### src/rtl/bbqm_pkg.sv
// bbqm_pkg: shared widths, limits and teller state encoding for the bank-queue scheduler
package bbqm_pkg;
    localparam int QMAX              = 7;
    localparam int CNT_W             = 4;
    localparam int TEL_ID_W          = 2;
    localparam int SERVICE_TICKS_DEF = 3;
    typedef enum logic [1:0] {T_IDLE, T_SERVE, T_DRAIN} teller_state_e;
endpackage

### src/rtl/bbqm_teller_fsm.sv
// bbqm_teller_fsm: one teller window, tracks IDLE/SERVE/DRAIN and the per-customer service timer
module bbqm_teller_fsm
    import bbqm_pkg::*;
#(
    parameter int SERVICE_TICKS = SERVICE_TICKS_DEF
) (
    input  logic clk,
    input  logic reset_n,
    input  logic tick,
    input  logic open,
    input  logic grant,
    output logic serving,
    output logic eligible
);
    teller_state_e state_q, state_d;
    logic [3:0]    timer_q, timer_d;

    // next state: load on grant, count ticks down, drain if the window closes mid-service
    always_comb begin
        state_d = state_q;
        timer_d = timer_q;
        case (state_q)
            T_IDLE: begin
                state_d = grant ? T_SERVE : T_IDLE;
                timer_d = grant ? 4'(SERVICE_TICKS) : timer_q;
            end
            T_SERVE, T_DRAIN: begin
                timer_d = tick ? timer_q - 4'd1 : timer_q;
                state_d = (tick && timer_q == 4'd1) ? T_IDLE :
                          (state_q == T_SERVE && !open) ? T_DRAIN : state_q;
            end
            default: state_d = T_IDLE;
        endcase
    end

    // state and timer registers, reset aborts any service in progress
    always_ff @(posedge clk or negedge reset_n) begin
        if (!reset_n) begin
            state_q <= T_IDLE;
            timer_q <= '0;
        end else begin
            state_q <= state_d;
            timer_q <= timer_d;
        end
    end

    assign serving  = state_q != T_IDLE;
    assign eligible = state_q == T_IDLE && open;
endmodule

### src/rtl/bbqm_teller_scheduler.sv
// bbqm_teller_scheduler: turns arrivals into enq pulses and shares queued customers among tellers round-robin
module bbqm_teller_scheduler
    import bbqm_pkg::*;
#(
    parameter int N_TELLERS     = 3,
    parameter int SERVICE_TICKS = SERVICE_TICKS_DEF,
    parameter int QMAX          = bbqm_pkg::QMAX
) (
    input  logic                 clk,
    input  logic                 reset_n,
    input  logic                 tick,
    input  logic                 arrive,
    input  logic [N_TELLERS-1:0] teller_open,
    input  logic [CNT_W-1:0]     pcount,
    output logic                 enq,
    output logic                 deq,
    output logic                 reject,
    output logic                 grant_valid,
    output logic [TEL_ID_W-1:0]  grant_id,
    output logic [N_TELLERS-1:0] serving,
    output logic [1:0]           tcount
);
    logic [N_TELLERS-1:0] eligible, grant_vec;
    logic [TEL_ID_W-1:0]  ptr_q, ptr_d, cand, gid_w, grant_id_q, grant_id_d;
    logic                 found, grant, req, full;
    logic                 pending_q, pending_d, holdoff_q, holdoff_d, last_enq_q, last_enq_d;
    logic                 enq_q, enq_d, deq_q, reject_q, reject_d, grant_valid_q;
    logic [CNT_W:0]       eff;
    logic [2:0]           n_open;
    logic [1:0]           tcount_q, tcount_d;

    for (genvar i = 0; i < N_TELLERS; i++) begin : g_teller
        bbqm_teller_fsm #(.SERVICE_TICKS(SERVICE_TICKS)) u_fsm (
            .clk      (clk),
            .reset_n  (reset_n),
            .tick     (tick),
            .open     (teller_open[i]),
            .grant    (grant_vec[i]),
            .serving  (serving[i]),
            .eligible (eligible[i])
        );
    end

    // round-robin search from the pointer; holdoff keeps a stale pcount from granting twice
    always_comb begin
        found = 1'b0;
        cand  = '0;
        gid_w = '0;
        for (int k = 0; k < N_TELLERS; k++) begin
            cand = TEL_ID_W'((int'(ptr_q) + k) % N_TELLERS);
            if (!found && eligible[cand]) begin
                found = 1'b1;
                gid_w = cand;
            end
        end
        grant      = found && pcount != '0 && !holdoff_q;
        grant_vec  = grant ? N_TELLERS'(1) << gid_w : '0;
        ptr_d      = !grant ? ptr_q : (gid_w == TEL_ID_W'(N_TELLERS - 1)) ? '0 : gid_w + 1'b1;
        grant_id_d = grant ? gid_w : grant_id_q;
    end

    // arrivals: deq wins the cycle, a deferred arrival waits in pending, full queue rejects
    always_comb begin
        eff        = {1'b0, pcount} + {{CNT_W{1'b0}}, enq_q} - {{CNT_W{1'b0}}, deq_q};
        req        = arrive || pending_q;
        full       = eff >= (CNT_W + 1)'(QMAX);
        enq_d      = req && !grant && !full && !(holdoff_q && last_enq_q);
        reject_d   = (arrive && pending_q) || (req && !grant && full);
        pending_d  = req && (grant || (!full && holdoff_q && last_enq_q));
        holdoff_d  = grant || enq_d;
        last_enq_d = enq_d ? 1'b1 : grant ? 1'b0 : last_enq_q;
    end

    // open-window count for the wait-time lookup, saturated at 3
    always_comb begin
        n_open = '0;
        for (int k = 0; k < N_TELLERS; k++) n_open = n_open + {2'b0, teller_open[k]};
        tcount_d = n_open > 3'd3 ? 2'd3 : n_open[1:0];
    end

    // all scheduler state and outputs are registered
    always_ff @(posedge clk or negedge reset_n) begin
        if (!reset_n) begin
            ptr_q         <= '0;
            pending_q     <= 1'b0;
            holdoff_q     <= 1'b0;
            last_enq_q    <= 1'b0;
            enq_q         <= 1'b0;
            deq_q         <= 1'b0;
            reject_q      <= 1'b0;
            grant_valid_q <= 1'b0;
            grant_id_q    <= '0;
            tcount_q      <= '0;
        end else begin
            ptr_q         <= ptr_d;
            pending_q     <= pending_d;
            holdoff_q     <= holdoff_d;
            last_enq_q    <= last_enq_d;
            enq_q         <= enq_d;
            deq_q         <= grant;
            reject_q      <= reject_d;
            grant_valid_q <= grant;
            grant_id_q    <= grant_id_d;
            tcount_q      <= tcount_d;
        end
    end

    assign enq         = enq_q;
    assign deq         = deq_q;
    assign reject      = reject_q;
    assign grant_valid = grant_valid_q;
    assign grant_id    = grant_id_q;
    assign tcount      = tcount_q;
endmodule

### config.mk
export PLATFORM = sky130hd
export DESIGN_NAME = bbqm_teller_scheduler
export DESIGN_NICKNAME = d
export VERILOG_FILES = /design/src/rtl/bbqm_pkg.sv /design/src/rtl/bbqm_teller_fsm.sv /design/src/rtl/bbqm_teller_scheduler.sv
export SDC_FILE = /design/constraint.sdc
export NUM_CORES = 1
export LEC_CHECK = 0
export ABC_AREA = 1
export BUFFER_PORTS_ARGS = -buffer_cell sky130_fd_sc_hd__buf_2
export CORE_UTILIZATION = 55
export CTS_CLUSTER_SIZE = 8
export DETAILED_ROUTE_END_ITERATION = 16
export PLACE_DENSITY = 0.79
export SLEW_MARGIN = 15
export SYNTH_ARGS = -nofsm -noshare
export SYNTH_HDL_FRONTEND = slang
export SYNTH_SLANG_ARGS = --single-unit
### constraint.sdc
create_clock -name clk -period 2.4 [get_ports clk]
set_input_delay 0.36 -clock clk [delete_from_list [all_inputs] [get_ports clk]]
set_output_delay 0.36 -clock clk [all_outputs]
set_load 0.01 [all_outputs]
==> reports/metrics.cfg, run 1 <==
[outcome]
run_status=completed

[power]
power_density_mw_per_mm2=1490
p_leak_uw=0.00134
peakVddDrop_uv=703

[sta]
maxSlewViolCount=0
clock.fmax_mhz=467
fin_tns_setup_ns=0
post-route-period-util_pct=89.3
layout_min_cycle_time_ns=2.14
rsz0062_at_grt=false
relSlewSlack_pct=55.9
setup_viol=0
tightest_slew_ns=0.661
skew_ns=0.00545
hold_viol_final=0

[drt]
drtIter0Drc=106
vias=1757
top_layer=met4
drt-met1-wl_mm=1.90
ant_nets=0
drcViolationCount=0
routed_via_density=5.17
wl_per_cell_um=11.8
dr_wl_met2_mm=1.91
drt_pass1_iterations=4
finalWirelength_mm=4.00
wl_met3_um=113

[clock_tree]
cts_tree=yes
clkLatencyLatePin_ns=0.28
cts_hold_buf=0
cts_setup_buffers=0
cts-root-buf=clkbuf_8
clockBufferDepth=2
cts_buffers=5
clock_sinks=30
htree_levels=2
path_clk_slew_ns=0.06
cts_repair_resize_count=0

[critical_path]
crit_buf_inv=1
crit_chain=ha_1, inv_1, ha_1, fa_1, a21oi_1, nor2_1, nor2_1, xor2_1, nor3_2, nand2_1, a21oi_1
critical_path_cell_count=11
cp-start-kind=flop
crit_family=adder cells
crit_fanout=3
end_kind=flop
crit_required_ns=2.61
criticalPathCategory=flop to flop
critPathMaxStageDelay_ns=0.40
r2r_cells=11
slowest_stage=fa_1
arrival_ns=2.35

[place]
port_buffers=21
globalplace.congestion=0.889
place_hpwl_mm=3.09

[final_layout]
final_nets=331
final_common_cell=nand2_1
layout-drive-gt1-share_pct=17.1
n_antenna_cell=0
fin_util_pct=65.2
final_cell_mix=70 x nand2_1, 37 x inv_1, 30 x dfrtp_1
area_growth_syn_to_layout_pct=12.6

[global_route]
grt_usage_pct=22.5
grt_pass1_vias=1663
grt_antenna_before_repair=0
grt_pass1_wl_mm=7.14
overflow=0
grt_max_degree=31

[job]
cap_violations=0

[synthesis]
yosysSeqAreaShare_pct=34.9
synthesis.nets=308
syn_avg_cell_area_sq_um=8.03
ys_types=33
synthCells=268
synth_seq_cells=30
yosys_warnings=0
synthesis.area_sq_mm=0.00215

[floorplanning]
die_y_um=64.5
rows=22
die_w_um=64.5
coreArea_sq_mm=0.00372
dieArea_sq_mm=0.00416
io_pins=22
initial_core_util_pct=57.9

[worst_hold_path]
hp-class=input pin to asynchronous set/reset pin

[worst reg2reg max path: cells and delay by family (launching register included)]
family / cells / cell delay (ns)
AO/OA/AOI/OAI: 2 / 0.28
XOR/XNOR: 1 / 0.09
adder cells (fa/ha/maj): 3 / 0.86
buffers and inverters: 1 / 0.04
flip-flops: 1 / 0.39
AND/OR/NAND/NOR: 4 / 0.41
[final cells by class]
cell class,count,area [sq um]
multi-input combinational,194,1210
sequential,30,751
inverter,39,149
timing repair buffer,21,105
clock buffer,6,82.6
clock inverter,2,60.1
fill,315,1290
tap,48,60.1
[kinds of logic (layout without fill, tap and decap cells)]
logic type	Yosys count	count (layout)	share of synthesized area (%)
muxes	2	2	0.989
and+or+nand+nor	128	128	27.8
AOI/OAI and AO/OA	32	32	8.67
buffers and inverters	44	68	8.84
xor gates and xnor gates	3	3	1.22
adders and majority gates	29	29	17.6
DFF	30	30	34.9
[power by group]
part,internal [uW],switching (uW)
Combinational,766,1340
Sequential,723,153
Clock,443,193
[state kept, by name (all words and copies together) (netlist names)]
| name | flops |
|---|---|
| enq | 1 |
| g_teller.u_fsm.state_q | 6 |
| g_teller.u_fsm.timer_q | 12 |
| grant_id | 2 |
| grant_valid | 1 |
| holdoff_q | 1 |
| last_enq_q | 1 |
| pending_q | 1 |
| ptr_q | 2 |
| reject | 1 |
| tcount | 2 |
[path summary, 6_finish.rpt]
path / start / end / slack [ns]
min in group clk: arrive / reject / 0.32
setup reg to reg: grant_valid / pending_q / 0.26
hold reg to reg: grant_id[0] / grant_id[0] / 0.49
hold / removal: reset_n / g_teller[1].u_fsm.state_q[1] / 0.11
max in group asynchronous: reset_n / g_teller[0].u_fsm.state_q[1] / 1.86
setup / recovery: grant_valid / pending_q / 0.26
[Yosys cell counts]
cell type | number | area [sq um]
o21ai_1 | 3 | 15.0
mux2_2 | 1 | 11.3
o211ai_1 | 2 | 15.0
nor3_1 | 5 | 25.0
inv_1 | 37 | 139
nor4_1 | 1 | 6.26
nand2_2 | 5 | 31.3
mux2i_1 | 1 | 10.0
or2_2 | 2 | 12.5
nand3_2 | 1 | 10.0
and3b_1 | 1 | 8.76
nor2_1 | 13 | 48.8
o22ai_1 | 4 | 25.0
nor3_2 | 1 | 10.0
nor3b_1 | 1 | 7.51
dfrtp_1 | 30 | 751
fa_1 | 2 | 40.0
buf_4 | 4 | 30.0
xnor2_1 | 1 | 8.76
a21oi_1 | 9 | 45.0
ha_1 | 27 | 338
nand4_1 | 3 | 18.8
a31oi_1 | 2 | 12.5
xor2_1 | 2 | 17.5
nand3_1 | 20 | 100
inv_4 | 1 | 6.26
nand2_4 | 5 | 56.3
inv_2 | 1 | 3.75
o21ai_2 | 3 | 26.3
nand2_1 | 70 | 263
a21o_1 | 1 | 7.51
o21ai_0 | 8 | 40.0
buf_6 | 1 | 11.3
[layer usage]
layer,vias up,track usage (%)
met5,-,0
met2,27,37.9
li1,910,-
met4,0,8.06
met1,811,28.7
met3,9,4.23
[per-stage QoR]
stage / power, uW / setup slack, ns / cells / cell area, sq um / hold WS [ns]
finish: 3620 / 0.257 / 340 / 2420 / 0.106
global route: 4010 / 0.0324 / 340 / 2420 / 0.171
CTS: 3640 / 0.112 / 340 / 2420 / 0.133
detailed placement: 2980 / 0.115 / 332 / 2270 / 0.436
global placement: 2910 / 0.185 / 332 / 2270 / 0.440
floorplan: 2580 / 0.245 / 268 / 2150 / 0.0644
(Power assumes the default switching activity.)
==> run 2: changes to the inputs <==
Settings changed: REMOVE_ABC_BUFFERS from default to 1.
==> reports/metrics.cfg, run 2 (synthesis results as in run 1) <==
[final_layout]
num-fill-cells=322  ; +2.2%
fin_area_sq_mm=0.00239  ; -1.3%
top_register=g_teller.u_fsm.timer_q
area_growth_syn_to_layout_pct=11.1
layout-drive-gt1-share_pct=17.1  ; unchanged
final_nets=331  ; unchanged
final_common_cell=nand2_1
largest_register_ffs=12  ; unchanged
fin_cells=340  ; unchanged
n_antenna_cell=0  ; unchanged
reg_top3=g_teller.u_fsm.timer_q (12), g_teller.u_fsm.state_q (6)
final_cell_mix=70 x nand2_1, 37 x inv_1, 30 x dfrtp_1

[place]
place_hpwl_mm=2.98  ; -3.5%
dpl-instance-area_sq_mm=0.00227  ; unchanged
port_buffers=21  ; unchanged
globalplace.congestion=0.844  ; -5.1%
dpl_worst_slack_ns=0.0797  ; -0.0351 ns
dp.cells=332  ; unchanged

[critical_path]
cp-start-kind=flop
arrival_ns=2.43  ; +0.08 ns
criticalPathCategory=flop to flop
crit_required_ns=2.60  ; about the same
r2r_cells=11  ; unchanged
end_kind=flop
crit_fanout=3  ; unchanged

[floorplanning]
die_y_um=64.5  ; unchanged
die_w_um=64.5  ; unchanged
coreArea_sq_mm=0.00372  ; unchanged
io_pins=22  ; unchanged
dieArea_sq_mm=0.00416  ; unchanged
rows=22  ; unchanged
initial_core_util_pct=57.9  ; unchanged

[clock_tree]
cts_buffers=5  ; unchanged
clkLatencyLatePin_ns=0.28  ; about the same
path_clk_slew_ns=0.06  ; about the same
clock_sinks=30  ; unchanged
clockBufferDepth=2  ; unchanged
cts_tree=yes
cts_hold_buf=0  ; unchanged
htree_levels=2  ; unchanged
cts-root-buf=clkbuf_8

[sta]
fin_ws_ns=0.178  ; -0.0797 ns
relSlewSlack_pct=55.8  ; -0.12 points
layout_min_cycle_time_ns=2.22  ; +0.0797 ns
maxSlewViolCount=0  ; unchanged
tightest_slew_ns=0.663  ; +0.00175 ns
post-route-period-util_pct=92.6  ; +3.3 points
rsz0062_at_grt=false
clock.fmax_mhz=450  ; -3.6%
setup_viol=0  ; unchanged
hold_viol_final=0  ; unchanged
skew_ns=0.00432  ; -0.00113 ns
fin_tns_setup_ns=0  ; unchanged

[drt]
routed_via_density=5.11  ; -1.2%
vias=1736  ; -1.2%
wl_per_cell_um=11.5  ; -1.8%
drtIter0Drc=74  ; -30%
finalWirelength_mm=3.92  ; -1.8%
drt_pass1_iterations=4  ; unchanged
drcViolationCount=0  ; unchanged
ant_nets=0  ; unchanged

[global_route]
grt_antenna_before_repair=0  ; unchanged
grt_usage_pct=21.6  ; -0.92 points
overflow=0  ; unchanged
grt_pass1_wl_mm=6.97  ; -2.4%
met3_usage_pct=4.23  ; unchanged
grt_pass1_vias=1649  ; -0.84%
busiest_layer=met2
grt_use_met1_pct=27.7  ; -1.0 points
grt_max_degree=31  ; unchanged
gr-usage-met2_pct=36.2  ; -1.7 points

[worst_hold_path]
hp-class=input pin to asynchronous set/reset pin

[job]
cap_violations=0  ; unchanged

[outcome]
run_status=completed

[power]
p_leak_uw=0.00132  ; -1.0%
power_density_mw_per_mm2=1450  ; -3.3%
peakVddDrop_uv=733  ; +4.3%
power_uw=3450  ; -4.6%

[run 2: cell count changes in the layout (fill, tap and decap cells not counted)]
cell,change
bufinv_16,-2
clkbuf_8,+2
[run 2: layer usage]
metal	part of all wire [%]	wire length (um)
met3	2.3	89
met2	47	1860
met1	49	1920
met5	0	0
met4	1.4	56
[run 2: repair_timing]
action | 4_1_cts | 5_1_grt
hold endpoints to repair | 0 | 0
setup endpoints to repair | 0 | 5
gates resized for setup | 0 | 1
setup buffers | 0 | 0
[run 2: through the flow]
step | util [%] | hold WS, ns
global placement | 61.2 | 0.441
finish | 64.3 | 0.108
CTS | 64.2 | 0.133
detailed placement | 61.2 | 0.440
floorplan | - | 0.0644
global route | 64.3 | 0.162
[run 2: final cells by class]
type	count	area, sq um	area share, %
timing repair buffer	21	105	4.40
sequential	30	751	31.4
inverter	39	149	6.23
clock buffer	8	110	4.61
tap	48	60.1	2.51
multi-input combinational	194	1210	50.8
[run 2: path summary, 6_finish.rpt]
kind	start	endpoint	slack (ns)
worst min register to register	grant_id[1]	grant_id[1]	0.48
worst max register to register	grant_valid	pending_q	0.18
min in group clk	arrive	reject	0.33
worst max-delay path	grant_valid	pending_q	0.18
max in group asynchronous	reset_n	reject	1.86
worst min-delay path	reset_n	g_teller[1].u_fsm.timer_q[1]	0.11
[run 2: worst max-delay path, cell delays in order, from the launching register on]
cell and delay (ns):
dfrtp_1 0.38, ha_1 0.27, inv_1 0.04, ha_1 0.19
fa_1 0.41, a21oi_1 0.17, nor2_1 0.05, nor2_1 0.10
xor2_1 0.09, nor3_2 0.21, nand2_1 0.09, a21oi_1 0.14
[run 2: power by group]
group	switching, uW	total (uW)	internal, uW
clock network	189	478	289
logic	1340	2100	766
registers	149	872	722
total	1680	3450	1780
